### src/rtl/leaves_mem_ctrl.sv
// Port-0 sequencer for the leaf memory: streams sorted patches into the per-slot
// banks (leaf-major, slot-minor) and interleaves single-word wishbone readback.
module leaves_mem_ctrl #(
    parameter int DATA_WIDTH = 11,
    parameter int IDX_WIDTH  = 9,
    parameter int LEAF_SIZE  = 8,
    parameter int PATCH_SIZE = 5,
    parameter int NUM_LEAVES = 64,
    parameter int LEAF_ADDRW = $clog2(NUM_LEAVES)
) (
    input  logic                                       clk,
    input  logic                                       rst_n,
    input  logic                                       load_start,
    output logic                                       load_busy,
    output logic                                       load_done,
    input  logic                                       in_valid,
    output logic                                       in_ready,
    input  logic [PATCH_SIZE*DATA_WIDTH-1:0]           in_patch,
    input  logic [IDX_WIDTH-1:0]                       in_idx,
    input  logic                                       wb_req,
    input  logic [LEAF_ADDRW+$clog2(LEAF_SIZE)-1:0]    wb_addr,
    output logic                                       wb_ack,
    output logic [63:0]                                wb_rdata,
    output logic [LEAF_SIZE-1:0]                       mem_csb0,
    output logic [LEAF_SIZE-1:0]                       mem_web0,
    output logic [LEAF_ADDRW-1:0]                      mem_addr0,
    output logic [PATCH_SIZE*DATA_WIDTH+IDX_WIDTH-1:0] mem_wleaf0,
    input  logic [LEAF_SIZE-1:0][63:0]                 mem_rleaf0
);
    localparam int SLOTW = $clog2(LEAF_SIZE);

    typedef enum logic [2:0] {
        S_IDLE,
        S_LOAD,
        S_RD_ISSUE,
        S_RD_WAIT,
        S_RD_ACK
    } state_t;

    state_t                r_state;
    logic [SLOTW-1:0]      r_slot;
    logic [LEAF_ADDRW-1:0] r_leaf;
    logic [SLOTW-1:0]      r_rd_slot;
    logic [LEAF_ADDRW-1:0] r_rd_leaf;

    logic [LEAF_SIZE-1:0]  w_wr_sel;
    logic [LEAF_SIZE-1:0]  w_rd_sel;
    logic [63:0]           w_rd_word;
    logic                  w_slot_last;
    logic                  w_last;

    // One-hot bank decode; an out-of-range read slot matches no bank at all.
    generate
        for (genvar gi = 0; gi < LEAF_SIZE; gi++) begin : g_sel
            assign w_wr_sel[gi] = (r_slot == SLOTW'(gi));
            assign w_rd_sel[gi] = (r_rd_slot == SLOTW'(gi));
        end
    endgenerate

    always_comb begin
        w_rd_word = '0;
        for (int i = 0; i < LEAF_SIZE; i++) begin
            if (w_rd_sel[i]) begin
                w_rd_word = w_rd_word | mem_rleaf0[i];
            end
        end
    end

    assign w_slot_last = (r_slot == SLOTW'(LEAF_SIZE - 1));
    assign w_last      = w_slot_last && (r_leaf == LEAF_ADDRW'(NUM_LEAVES - 1));
    assign in_ready    = (r_state == S_LOAD);

    always_ff @(posedge clk) begin
        if (!rst_n) begin
            r_state    <= S_IDLE;
            r_slot     <= '0;
            r_leaf     <= '0;
            r_rd_slot  <= '0;
            r_rd_leaf  <= '0;
            load_busy  <= 1'b0;
            load_done  <= 1'b0;
            wb_ack     <= 1'b0;
            wb_rdata   <= '0;
            mem_csb0   <= '1;
            mem_web0   <= '1;
            mem_addr0  <= '0;
            mem_wleaf0 <= '0;
        end else begin
            load_done <= 1'b0;
            wb_ack    <= 1'b0;
            mem_csb0  <= '1;
            mem_web0  <= '1;
            case (r_state)
                S_IDLE: begin
                    if (load_start) begin
                        r_state   <= S_LOAD;
                        load_busy <= 1'b1;
                        r_slot    <= '0;
                        r_leaf    <= '0;
                    end else if (wb_req && !wb_ack) begin
                        // wb_ack high marks the ack cycle, where wb_req is still the old request
                        r_state   <= S_RD_ISSUE;
                        r_rd_slot <= wb_addr[SLOTW-1:0];
                        r_rd_leaf <= wb_addr[SLOTW +: LEAF_ADDRW];
                    end
                end
                S_LOAD: begin
                    if (in_valid) begin
                        mem_csb0   <= ~w_wr_sel;
                        mem_web0   <= ~w_wr_sel;
                        mem_addr0  <= r_leaf;
                        mem_wleaf0 <= {in_idx, in_patch};
                        if (w_slot_last) begin
                            r_slot <= '0;
                            r_leaf <= r_leaf + LEAF_ADDRW'(1);
                        end else begin
                            r_slot <= r_slot + SLOTW'(1);
                        end
                        if (w_last) begin
                            r_state   <= S_IDLE;
                            r_leaf    <= '0;
                            load_busy <= 1'b0;
                            load_done <= 1'b1;
                        end
                    end
                end
                S_RD_ISSUE: begin
                    mem_csb0  <= ~w_rd_sel;
                    mem_addr0 <= r_rd_leaf;
                    r_state   <= S_RD_WAIT;
                end
                S_RD_WAIT: begin
                    r_state <= S_RD_ACK;
                end
                S_RD_ACK: begin
                    wb_ack   <= 1'b1;
                    wb_rdata <= w_rd_word;
                    r_state  <= S_IDLE;
                end
                default: begin
                    r_state <= S_IDLE;
                end
            endcase
        end
    end
endmodule

### config.mk
export PLATFORM = sky130hd
export DESIGN_NAME = leaves_mem_ctrl
export DESIGN_NICKNAME = d
export VERILOG_FILES = /design/src/rtl/leaves_mem_ctrl.sv
export SDC_FILE = /design/constraint.sdc
export NUM_CORES = 1
export LEC_CHECK = 0
export CORE_AREA = 2 2 292 294
export CTS_BUF_LIST = sky130_fd_sc_hd__clkbuf_4 sky130_fd_sc_hd__clkbuf_8
export DETAILED_ROUTE_END_ITERATION = 6
export DIE_AREA = 0 0 294 296
export DONT_BUFFER_PORTS = 1
export PLACE_DENSITY = 0.36
export SYNTH_ARGS = -nofsm -noshare
export SYNTH_HDL_FRONTEND = slang
export SYNTH_SLANG_ARGS = --single-unit
export TNS_END_PERCENT = 10
### constraint.sdc
create_clock -name clk -period 4.2 [get_ports clk]
set_clock_uncertainty 0.1 [all_clocks]
set_input_delay 0.63 -clock clk [delete_from_list [all_inputs] [get_ports clk]]
set_output_delay 0.63 -clock clk [all_outputs]
set_load 0.05 [all_outputs]
==> results of run 1 <==
-- power groups by stage --
stage / logic [mW] / clock network (mW) / registers [mW]
global placement: 0.541 / 0 / 1.98
detailed placement: 0.549 / 0 / 1.98
finish: 0.573 / 1.30 / 1.93
global route: 0.628 / 1.44 / 1.94
CTS: 0.579 / 1.41 / 1.94
floorplan: 0.450 / 0 / 1.92
-- cell usage after synthesis (8+ instances only) --
master,instances,area (sq um)
nand2_1,151,567
a21boi_0,44,330
buf_4,14,105
mux2i_1,138,1380
a21o_1,65,488
clkbuf_1,56,210
a22o_1,64,561
o21ai_0,64,320
buf_2,53,265
a21boi_1,27,203
a21oi_1,75,375
nor2b_1,14,87.6
or3_1,8,50.1
o22ai_1,64,400
a31oi_1,70,438
nor2_1,136,510
dfxtp_1,174,3480
-- registers in the layout (all words and copies together), names as in the netlist --
| name | cells |
|---|---|
| r_rd_slot | 3 |
| r_slot | 3 |
| mem_web0 | 8 |
| r_state | 3 |
| wb_ack | 1 |
| load_busy | 1 |
| wb_rdata | 64 |
| mem_csb0 | 8 |
| mem_addr0 | 6 |
| load_done | 1 |
| r_leaf | 6 |
| r_rd_leaf | 6 |
| mem_wleaf0 | 64 |
-- routing by layer --
metal / global-route usage, % / wire [um] / share of wire, % / up-vias
met3: 6.18 / 6690 / 11 / 100
met2: 21.8 / 29400 / 46 / 625
met5: 0 / 124 / 0.20 / -
met1: 16.2 / 25400 / 40 / 4915
met4: 5.43 / 1740 / 2.7 / 18
li1: - / - / - / 4592
-- kinds of logic after synthesis --
| family | share of synthesized area, % |
|---|---|
| flops | 33.8 |
| simple gates | 14.3 |
| buf+inv | 6.00 |
| fa+ha+maj | 0.849 |
| mux | 13.4 |
| compound gates | 31.7 |
-- per-stage QoR --
step | cells | area (sq um)
4_1_cts | 2336 | 12100
2_1_floorplan | 1291 | 10300
3_3_place_gp | 2270 | 11300
6_report | 2355 | 12100
5_1_grt | 2348 | 12100
3_5_place_dp | 2270 | 11300
-- area by class of cell --
class                           instances  area [sq um]
Tap cell                             1090          1360
Inverter                                6          25.0
Sequential cell                       174          3490
Clock inverter                         13           145
Fill cell                            9625         72100
Clock buffer                           18           248
Timing Repair Buffer                   51           520
Multi-Input combinational cell        984          6260
Antenna cell                           19          47.5
-- worst max-delay path, stage by stage (launching register included) --
cell      delay (ns)
dfxtp_1         0.83
or3b_4          0.55
clkinv_2        0.27
-- worst min path at each step --
stage                  from        endpoint  slack (ns)  cells past startpoint
4_1_cts        in_patch[37]  mem_wleaf0[37]       0.001                      2
3_5_place_dp   r_rd_leaf[5]    mem_addr0[5]        0.40                      1
6_report       in_patch[19]  mem_wleaf0[19]         0.1                      2
5_1_grt        in_patch[37]  mem_wleaf0[37]        0.03                      2
2_1_floorplan     r_leaf[1]       r_leaf[1]        0.37                      2
3_3_place_gp   r_rd_leaf[5]    mem_addr0[5]        0.39                      1
-- timing repair --
| item | CTS | global route |
|---|---|---|
| endpoints found under the setup margin | 0 | 0 |
| buffers inserted | 0 | 0 |
| hold buffers | 35 | 0 |
| endpoints found under the hold margin | 39 | 0 |
==> flow_metrics.py, run 1 <==
metrics = {
    "run_status": {
        "outcome": "finished clean",
    },
    "floorplanning": {
        "io_pins": 744,
        "core-area_sq_um": 84200,
        "rows": 107,
        "die_h_um": 296,
        "initial_utilization_pct": 12.3,
        "fp.dieW_um": 294,
        "die_area_sq_um": 87000,
    },
    "job": {
        "cap_viol_max_count": 0,
    },
    "setup_path": {
        "worst_setup_path_end_kind": "primary output",
        "crit_path_start_kind": "flop",
        "rrSetupSlack_ns": 1.40,
        "r2r_start": "r_rd_slot[1]",
        "worstPathRequired_ns": 3.47,
        "r2r_end": "wb_rdata[40]",
        "r2r_cells": 5,
        "cp.arrival_ns": 2.24,
        "cp-startpoint": "r_state[0]",
        "cp-endpoint": "in_ready",
        "crit_path_max_fanout": 19,
        "worstSetupPathType": "flop to primary output",
    },
    "placed_design": {
        "gp_congestion": 0.905,
        "portBuffers": 0,
        "hpwl_mm": 49.2,
        "dp_worst_setup_slack_ns": 1.36,
    },
    "worst_hold_path": {
        "min_path_type": "input port to flop",
    },
    "power": {
        "clockPowerShare_pct": 34.2,
        "seqPwrFrac_pct": 50.8,
        "power.internal_mw": 2.45,
        "powerDensity_nw_per_um2": 315,
        "p_leak_nw": 4.28,
        "fin_total_pwr_mw": 3.81,
        "combPwrFrac_pct": 15.0,
        "swShare_pct": 35.6,
        "p_sw_mw": 1.36,
        "ir_drop_uv": 237,
    },
    "global_route": {
        "grt_max_degree": 159,
        "grt.total_usage_pct": 13.8,
        "gr-total-overflow": 0,
        "grt_pass1_wl_mm": 81.9,
        "antenna_found_initial": 32,
        "grt_pass1_vias": 9893,
    },
    "clock_network": {
        "cts_buffers": 17,
        "path_clk_slew_ns": 0.11,
        "clock-sinks": 174,
        "cts_root_buffer": "clkbuf_8",
        "cts_tree": "built",
        "cts_resized": 0,
        "insertion_delay_ns": 0.59,
        "clockBufferDepth": 2,
        "htreeDepth": 4,
    },
    "final_layout": {
        "final_common_cell": "dfxtp_1",
        "utilization_pct": 14.4,
        "drive_gt1_share_pct": 5.06,
        "final_net_count": 1831,
        "area_growth_pct": 17.4,
        "layout_common_cells": "171 x dfxtp_1, 150 x nand2_1, 138 x mux2i_1",
    },
    "synthesis": {
        "synth_nets": 1888,
        "yosys_warnings": 0,
        "synth.yosys.seq_area_share_pct": 33.8,
        "synthDistinctLibCells": 45,
        "avgSynthCellArea_sq_um": 7.99,
        "syn_inst": 1291,
        "ys_ff_latch": 174,
        "async_reset_ff_share_pct": 0,
        "synth_area_sq_um": 10300,
        "synth_ff_type": "dfxtp_1",
        "synth_edf_count": 0,
    },
    "sta": {
        "timing.hold.ws_ns": 0.0951,
        "tns_ns": 0,
        "period_share_pct": 70.6,
        "clock.fmax_ghz": 0.337,
        "timing_hold_violations_final": 0,
        "setup_slack_ns": 1.23,
        "rsz0062_at_grt": "false",
        "setup_viol": 0,
        "fin_crit_ns": 2.97,
        "relSlewSlack_pct": 31.5,
        "drv_slew": 0,
        "tightest_slew_ns": 1.03,
    },
    "route": {
        "via_per_inst": 4.35,
        "drc_errors": 0,
        "dr.pass1.iters": 5,
        "postRouteAntennaNets": 0,
        "drt_iter0_drc": 803,
        "wirelength_mm": 63.3,
        "vias": 10300,
        "wire_per_inst_um": 26.9,
    },
}
Note: power is estimated with default switching activity, not from simulation.
==> run 2, diff against run 1 <==
Clock period 4.2 ns to 2.9 ns, I/O delays scaled along.
==> flow_metrics.py, run 2 (synthesis results as in run 1) <==
metrics = {
    "setup_path": {
        "r2r_start": "r_rd_slot[2]",
        "worstPathRequired_ns": 3.29,
        "r2r_cells": 7,
        "crit_path_max_fanout": 21,
        "worst_setup_path_end_kind": "flop",
        "r2r_end": "wb_rdata[14]",
        "cp-startpoint": "r_rd_slot[2]",
        "rrSetupSlack_ns": 0.22,
        "crit_path_start_kind": "flop",
        "cp.arrival_ns": 3.07,
        "cp-endpoint": "wb_rdata[14]",
        "worstSetupPathType": "flop to flop",
    },
    "sta": {
        "timing_hold_violations_final": 0,
        "rsz0062_at_grt": "false",
        "drv_slew": 0,
        "tightest_slew_ns": 0.974,
        "setup_viol": 0,
        "tns_ns": 0,
        "timing.hold.ws_ns": 0.105,
        "setup_slack_ns": 0.223,
        "period_share_pct": 92.3,
        "clock.fmax_ghz": 0.374,
        "relSlewSlack_pct": 35.0,
        "fin_crit_ns": 2.68,
    },
    "placed_design": {
        "dp.cells": 2285,
        "gp_congestion": 0.938,
        "hpwl_mm": 48.9,
        "dp_worst_setup_slack_ns": 0.658,
        "portBuffers": 0,
        "placed_area_sq_um": 11500,
    },
    "clock_network": {
        "cts_setup_buffers": 0,
        "cts_buffers": 17,
        "cts_root_buffer": "clkbuf_8",
        "htreeDepth": 4,
        "insertion_delay_ns": 0.60,
        "clock-sinks": 174,
        "clockBufferDepth": 2,
        "cts_tree": "built",
        "path_clk_slew_ns": 0.13,
    },
    "power": {
        "fin_total_pwr_mw": 5.95,
        "power.internal_mw": 3.81,
        "p_leak_nw": 5.14,
        "seqPwrFrac_pct": 46.8,
        "swShare_pct": 36.1,
        "combPwrFrac_pct": 18.3,
        "p_sw_mw": 2.15,
        "clockPowerShare_pct": 34.9,
        "powerDensity_nw_per_um2": 424,
        "ir_drop_uv": 573,
    },
    "floorplanning": {
        "fp.dieW_um": 294,
        "io_pins": 744,
        "die_h_um": 296,
        "core-area_sq_um": 84200,
        "die_area_sq_um": 87000,
        "rows": 107,
        "initial_utilization_pct": 12.3,
    },
    "worst_hold_path": {
        "min_path_type": "input port to flop",
    },
    "route": {
        "wire_per_inst_um": 25.1,
        "via_per_inst": 4.31,
        "drc_errors": 0,
        "dr.pass1.iters": 5,
        "postRouteAntennaNets": 0,
        "vias": 10900,
        "wirelength_mm": 63.8,
        "drt_iter0_drc": 680,
    },
    "global_route": {
        "antenna_found_initial": 27,
        "grt_pass1_wl_mm": 83.0,
        "gr-total-overflow": 0,
        "grt_max_degree": 156,
        "grt.total_usage_pct": 13.8,
        "grt_pass1_vias": 10500,
    },
    "final_layout": {
        "drive_gt1_share_pct": 5.59,
        "postLayoutCellArea_sq_um": 14000,
        "finalNonFillerCells": 2539,
        "layout_common_cells": "202 x dlygate4sd3_1, 171 x dfxtp_1, 150 x nand2_1",
        "final_common_cell": "dlygate4sd3_1",
        "top_regs": "mem_wleaf0 (64), wb_rdata (64)",
        "final_net_count": 2014,
        "utilization_pct": 16.7,
        "area_growth_pct": 36.0,
    },
    "run_status": {
        "outcome": "finished clean",
    },
    "job": {
        "cap_viol_max_count": 0,
    },
}
[run 2: how the worst min path moves through the flow]
stage	from	end	slack [ns]	cells after the start
2_1_floorplan	r_leaf[1]	r_leaf[1]	0.37	2
6_report	mem_rleaf0[238]	wb_rdata[46]	0.11	4
3_5_place_dp	r_rd_leaf[5]	mem_addr0[5]	0.41	1
5_1_grt	in_valid	mem_csb0[7]	0.01	2
4_1_cts	mem_rleaf0[71]	wb_rdata[7]	0.00008	3
3_3_place_gp	r_slot[1]	r_slot[1]	0.40	2
[run 2: routing by layer]
layer,routed length (um),GRT usage (%)
met5,76,0
met4,1950,5.57
met3,6190,5.23
met2,29800,22.5
met1,25800,16.3
[run 2: what timing repair did]
action,4_1_cts,5_1_grt
hold endpoints to repair,171,0
hold buffers,203,0
resized for setup,0,0
[run 2: worst max-delay path: stages, from the launching register on]
cell and delay, ns:
dfxtp_4 0.65, buf_4 0.33, buf_4 0.34, mux2i_1 0.22, nor2_1 0.06, a21oi_1 0.17, a31oi_1 0.10, dlygate4sd3_1 0.59
[run 2: power groups by stage]
stage	Clock, mW	Sequential (mW)	Combinational (mW)
floorplan	0	2.78	0.652
global placement	0	2.84	0.824
detailed placement	0	2.85	0.839
CTS	2.23	2.79	1.10
global route	2.29	2.80	1.18
finish	2.08	2.79	1.09
[run 2: final cells by class]
| class | count | area [sq um] |
|---|---|---|
| fillers | 9535 | 70200 |
| multi-input cells | 984 | 6260 |
| flip-flops and latches | 174 | 3490 |
| repair buffers | 234 | 2380 |
| well taps | 1090 | 1360 |
| clock buffers | 17 | 234 |
| clock inverters | 15 | 219 |
| diodes | 19 | 47.5 |
| inverters | 6 | 25.0 |
